**config.mk**
```make
export PLATFORM = sky130hd
export DESIGN_NAME = multi_phase_traffic_controller
export DESIGN_NICKNAME = d
export VERILOG_FILES = /design/src/rtl/multi_phase_traffic_controller.sv
export SDC_FILE = /design/constraint.sdc
export NUM_CORES = 1
export LEC_CHECK = 0
export CELL_PAD_IN_SITES_DETAIL_PLACEMENT = 1
export CELL_PAD_IN_SITES_GLOBAL_PLACEMENT = 1
export CORE_UTILIZATION = 40
export DETAILED_ROUTE_END_ITERATION = 8
export GPL_ROUTABILITY_DRIVEN = 1
export HOLD_SLACK_MARGIN = 0.08
export PLACE_DENSITY_LB_ADDON = 0.12
export SYNTH_ARGS = -nofsm -noshare
export SYNTH_HDL_FRONTEND = slang
export SYNTH_SLANG_ARGS = --single-unit
```
**constraint.sdc**
```tcl
create_clock -name clk -period 2.8 [get_ports clk]
set_input_delay 0.7 -clock clk [delete_from_list [all_inputs] [get_ports clk]]
set_output_delay 0.7 -clock clk [all_outputs]
set_load 0.005 [all_outputs]
```
**src/rtl/multi_phase_traffic_controller.sv**
```systemverilog
// Multi-road traffic light sequencer: round-robin green service with
// rest-in-green, pedestrian walk phase, and flashing-amber fallback mode.
// Every lamp output comes straight from a flop.
module multi_phase_traffic_controller #(
  parameter int N_ROADS    = 4,
  parameter int GREEN_CYC  = 20,
  parameter int AMBER_CYC  = 4,
  parameter int ALLRED_CYC = 2,
  parameter int PED_CYC    = 10
) (
  input  logic                       clk,
  input  logic                       rst,
  input  logic                       enable,
  input  logic [N_ROADS-1:0]         sensor,
  input  logic                       ped_req,
  output logic [N_ROADS-1:0]         green,
  output logic [N_ROADS-1:0]         amber,
  output logic [N_ROADS-1:0]         red,
  output logic                       walk,
  output logic [$clog2(N_ROADS)-1:0] active_road
);

  localparam int          AW   = $clog2(N_ROADS);
  localparam int unsigned NR   = N_ROADS;
  localparam int          M1   = (GREEN_CYC > AMBER_CYC) ? GREEN_CYC : AMBER_CYC;
  localparam int          M2   = (ALLRED_CYC > PED_CYC) ? ALLRED_CYC : PED_CYC;
  localparam int          CMAX = (M1 > M2) ? M1 : M2;
  localparam int          CW   = $clog2(CMAX + 1);

  typedef enum logic [2:0] {
    S_ALL_RED,
    S_GREEN,
    S_AMBER,
    S_PED_WALK,
    S_FLASH
  } state_t;

  state_t              r_state, w_state_nx;
  logic [CW-1:0]       r_cnt, w_cnt_nx;
  logic [AW-1:0]       r_road, w_road_nx, w_sel;
  logic                r_ped, w_ped_nx;
  logic                r_flash, w_flash_nx;
  logic                w_expire, w_enter_walk, w_other, w_found;
  logic [N_ROADS-1:0]  w_mask;
  int unsigned         w_idx;
  logic [N_ROADS-1:0]  r_green, r_amber, r_red;
  logic [N_ROADS-1:0]  w_green_nx, w_amber_nx, w_red_nx;
  logic                r_walk, w_walk_nx;

  assign green       = r_green;
  assign amber       = r_amber;
  assign red         = r_red;
  assign walk        = r_walk;
  assign active_road = r_road;

  // Round-robin pick: first requesting road after the current one, current road last
  always_comb begin
    w_found = 1'b0;
    w_idx   = 0;
    w_sel   = AW'((32'(r_road) + 32'd1) % NR);
    for (int unsigned i = 1; i <= NR; i++) begin
      w_idx = (32'(r_road) + i) % NR;
      if (!w_found && sensor[AW'(w_idx)]) begin
        w_found = 1'b1;
        w_sel   = AW'(w_idx);
      end
    end
  end

  // Demand from any road other than the one currently being served
  always_comb begin
    w_mask         = sensor;
    w_mask[r_road] = 1'b0;
    w_other        = |w_mask;
  end

  // Next-state, counter reload and pedestrian latch
  always_comb begin
    w_state_nx   = r_state;
    w_cnt_nx     = r_cnt - CW'(1);
    w_road_nx    = r_road;
    w_flash_nx   = r_flash;
    w_enter_walk = 1'b0;
    w_expire     = (r_cnt == CW'(1));
    if (!enable) begin
      if (r_state != S_FLASH) begin
        w_state_nx = S_FLASH;
        w_cnt_nx   = CW'(AMBER_CYC);
        w_flash_nx = 1'b1;
      end else if (w_expire) begin
        w_cnt_nx   = CW'(AMBER_CYC);
        w_flash_nx = ~r_flash;
      end
    end else begin
      unique case (r_state)
        S_ALL_RED: if (w_expire) begin
          if (r_ped) begin
            w_state_nx   = S_PED_WALK;
            w_cnt_nx     = CW'(PED_CYC);
            w_enter_walk = 1'b1;
          end else begin
            w_state_nx = S_GREEN;
            w_cnt_nx   = CW'(GREEN_CYC);
            w_road_nx  = w_sel;
          end
        end
        S_GREEN: if (w_expire) begin
          if (r_ped || w_other) begin
            w_state_nx = S_AMBER;
            w_cnt_nx   = CW'(AMBER_CYC);
          end else begin
            w_cnt_nx = CW'(GREEN_CYC);
          end
        end
        S_AMBER, S_PED_WALK: if (w_expire) begin
          w_state_nx = S_ALL_RED;
          w_cnt_nx   = CW'(ALLRED_CYC);
        end
        S_FLASH: begin
          w_state_nx = S_ALL_RED;
          w_cnt_nx   = CW'(ALLRED_CYC);
        end
        default: begin
          w_state_nx = S_ALL_RED;
          w_cnt_nx   = CW'(ALLRED_CYC);
        end
      endcase
    end
    w_ped_nx = ped_req | (r_ped & ~w_enter_walk);
  end

  // Lamp pattern decoded from the upcoming state so the lamps can be registered
  always_comb begin
    w_green_nx = '0;
    w_amber_nx = '0;
    w_red_nx   = '1;
    w_walk_nx  = 1'b0;
    unique case (w_state_nx)
      S_GREEN: begin
        w_green_nx[w_road_nx] = 1'b1;
        w_red_nx[w_road_nx]   = 1'b0;
      end
      S_AMBER: begin
        w_amber_nx[w_road_nx] = 1'b1;
        w_red_nx[w_road_nx]   = 1'b0;
      end
      S_PED_WALK: w_walk_nx = 1'b1;
      S_FLASH: begin
        w_red_nx   = '0;
        w_amber_nx = {N_ROADS{w_flash_nx}};
      end
      default: ;
    endcase
  end

  // State, timer and registered lamp outputs
  always_ff @(posedge clk) begin
    if (rst) begin
      r_state <= S_ALL_RED;
      r_cnt   <= CW'(ALLRED_CYC);
      r_road  <= AW'(N_ROADS - 1);
      r_ped   <= 1'b0;
      r_flash <= 1'b1;
      r_green <= '0;
      r_amber <= '0;
      r_red   <= '1;
      r_walk  <= 1'b0;
    end else begin
      r_state <= w_state_nx;
      r_cnt   <= w_cnt_nx;
      r_road  <= w_road_nx;
      r_ped   <= w_ped_nx;
      r_flash <= w_flash_nx;
      r_green <= w_green_nx;
      r_amber <= w_amber_nx;
      r_red   <= w_red_nx;
      r_walk  <= w_walk_nx;
    end
  end

endmodule

```
==> results.yml <==
outcome:
  status: "completed"
clock_tree:
  numClockSinks: 25
  clkTransAtPathRegs_ns: 0.13
  ctsLongestPathBuffers: 2
  clk_latency_ns: 0.32
  cts_buffers: 3
  post_cts_buffers: 0
  cts_tree: "done"
  hold_buffers: 0
  post_cts_resized: 0
  clock-root-buffer: "clkbuf_4"
  htree_levels: 1
placed_design:
  place_ws_ns: -0.164
  io_buffers: 22
  hpwl_mm: 3.08
  routabilityCongestion: 0.851
  dp_cells: 235
yosys:
  syn_avg_cell_area_um2: 9.18
  yosysTopAreaCell: "dfxtp_1"
  netlist_top_cells_area: "dfxtp_1 35%, ha_1 5.2%, a2111oi_4 3.8%"
  synth-edff-count: 0
  yosysSeqAreaShare_pct: 34.7
  syn_inst: 157
  syn-num-nets: 171
  async_reset_ff_share_pct: 0
  syn_area_mm2: 0.00144
  synth-seq-cells: 25
  yosysWarnings: 0
  synth_top_flop_cell: "dfxtp_1"
  synth_top_area_share_pct: 34.7
  netlist-cell-type-count: 50
floorplan:
  pin_count: 23
  die_y_um: 62.0
  core_region_area_mm2: 0.00339
  die_area_mm2: 0.00385
  num_rows: 21
  fp.dieW_um: 62.0
  start_util_pct: 42.5
drt:
  drc: 0
  first_pass_iters: 4
  ant_nets: 0
  num_vias: 1360
  vias_per_cell: 5.69
  wl_mm: 3.82
  drt_iter0_drc: 59
  routedWlPerCell_um: 16.0
grt:
  grt_pass1_vias: 1289
  antenna_found_initial: 0
  grt_pass1_wl_mm: 6.13
  grtUsageMet1_pct: 27.6
  use_met2_pct: 39.8
  top_usage_layer: "met2"
  grtUsageMet3_pct: 3.11
  grt.overflow.total: 0
  grtUsageTotal_pct: 22.0
  grt_max_degree: 15
final_layout:
  drive_above_1_share_pct: 15.0
  final_common_cell: "dfxtp_1"
  area_growth_pct: 27.3
  fin_nets: 208
  layout.cells.non_filler: 239
  post-route-util_pct: 54.2
  fillers: 398
  ff_latch_area_um2: 500
  num_antenna_cells: 0
  multiInputGateArea_um2: 887
  mostFrequentLayoutCells: "25 x dfxtp_1, 22 x clkdlybuf4s50_1, 16 x buf_4, 13 x nand2_1, 13 x nor2_1"
worst_setup_path:
  required_ns: 3.01
  crit_chain: "clkdlybuf4s50_1 > or3b_1 > a2111oi_4 > or3_1 > o2111ai_1 > nor4_1"
  crit_path_max_fanout: 6
  worstSetupPathType: "in2reg"
  slowest_delay_ns: 0.50
  end_kind: "register"
  r2r_setup_slack_ns: 0.41
  cpMaxStageDelayCell: "a2111oi_4"
  critPathLaunchType: "input port"
  cp.arrival_ns: 2.87
min_path:
  hp-class: "reg2reg"
power_and_ir_drop:
  ir_drop_uv: 201
  leakage_nw: 0.711
  powerDensity_mw_per_mm2: 374
  power_mw: 0.687
sta:
  skew_ns: 0.00447
  post-route-min-period_ns: 2.66
  setup_ws_ns: 0.142
  rsz0062_at_grt: "no"
  setup_viol: 0
  timing.fmax_mhz: 376
  tightestPinTransition_ns: 0.514
  maxSlewHeadroom_pct: 65.7
  hold_violations: 0
  period_share_pct: 94.9
  finalMaxSlewViolations: 0
run:
  cap_violations: 0
[where the power goes]
part	leakage, nW	internal [mW]	switching [mW]
Clock	0.0177	0.0535	0.110
Combinational	0.487	0.0693	0.0686
Sequential	0.205	0.371	0.0147
[per-stage QoR]
stage	setup TNS (ns)	cell area [um2]	hold slack, ns
final	0	1840	0.519
after CTS	0	1840	0.519
after global routing	0	1840	0.558
after detailed placement	-0.355	1810	0.504
after global placement	-0.0705	1810	0.473
after floorplan	0	1440	0.454
[Yosys cell counts (2+ instances only)]
cell	number
a2111oi_4	2
mux2i_1	2
o31ai_1	3
nor2b_1	3
o2111ai_1	3
nor2_1	13
nand2_1	13
clkbuf_1	3
o21ai_0	9
nor3b_1	2
mux4_2	2
or2b_1	2
nand3b_1	2
a31oi_1	5
dfxtp_1	25
nand4_1	2
inv_1	6
nor4_1	5
a22oi_1	2
xnor2_1	2
a21oi_1	6
buf_4	2
ha_1	6
o21bai_1	2
o221ai_1	2
nor3_1	6
o21ai_1	3
or3b_1	2
[layout make-up]
cell class,count,share of cell area [%]
inverter,6,1.23
sequential,25,27.3
tap,46,3.14
multi-input combinational,120,48.3
clock buffer,3,1.23
timing repair buffer,38,18.5
clock inverter,1,0.273
[routing by layer]
layer  vias to the layer above  routed length [um]
met5                         -                   0
met4                         0                  27
met3                         2                  84
met2                        20                1990
met1                       665                1720
li1                        673                   -
[path summary, 6_finish.rpt]
path / cells past startpoint / startpoint / endpoint
setup / recovery: 6 / sensor[0] / green[2]
hold / removal: 1 / r_cnt[0] / r_cnt[0]
setup reg to reg: 6 / active_road[0] / green[2]
hold reg to reg: 1 / r_cnt[0] / r_cnt[0]
[cell families (layout without fill, tap and decap cells)]
group / Yosys count / in the layout / synth area share [%]
buf+inv: 12 / 48 / 3.73
flops: 25 / 25 / 34.7
mux: 5 / 5 / 5.29
xor+xnor: 3 / 3 / 1.82
simple gates: 58 / 58 / 23.1
fa+ha+maj: 6 / 6 / 5.21
compound gates: 48 / 48 / 26.1
[worst max-delay path, delay by kind of cell]
kind,cells,cell delay (ns)
AO/OA/AOI/OAI,2,0.72
buffers and inverters,1,0.47
AND/OR/NAND/NOR,3,0.97
[flip-flops by register name, summed over array words and instances (netlist names)]
register,flops
r_cnt,5
amber,4
green,4
red,4
r_state,3
active_road,2
r_flash,1
r_ped,1
walk,1
Power figures use the tool's default switching activity.
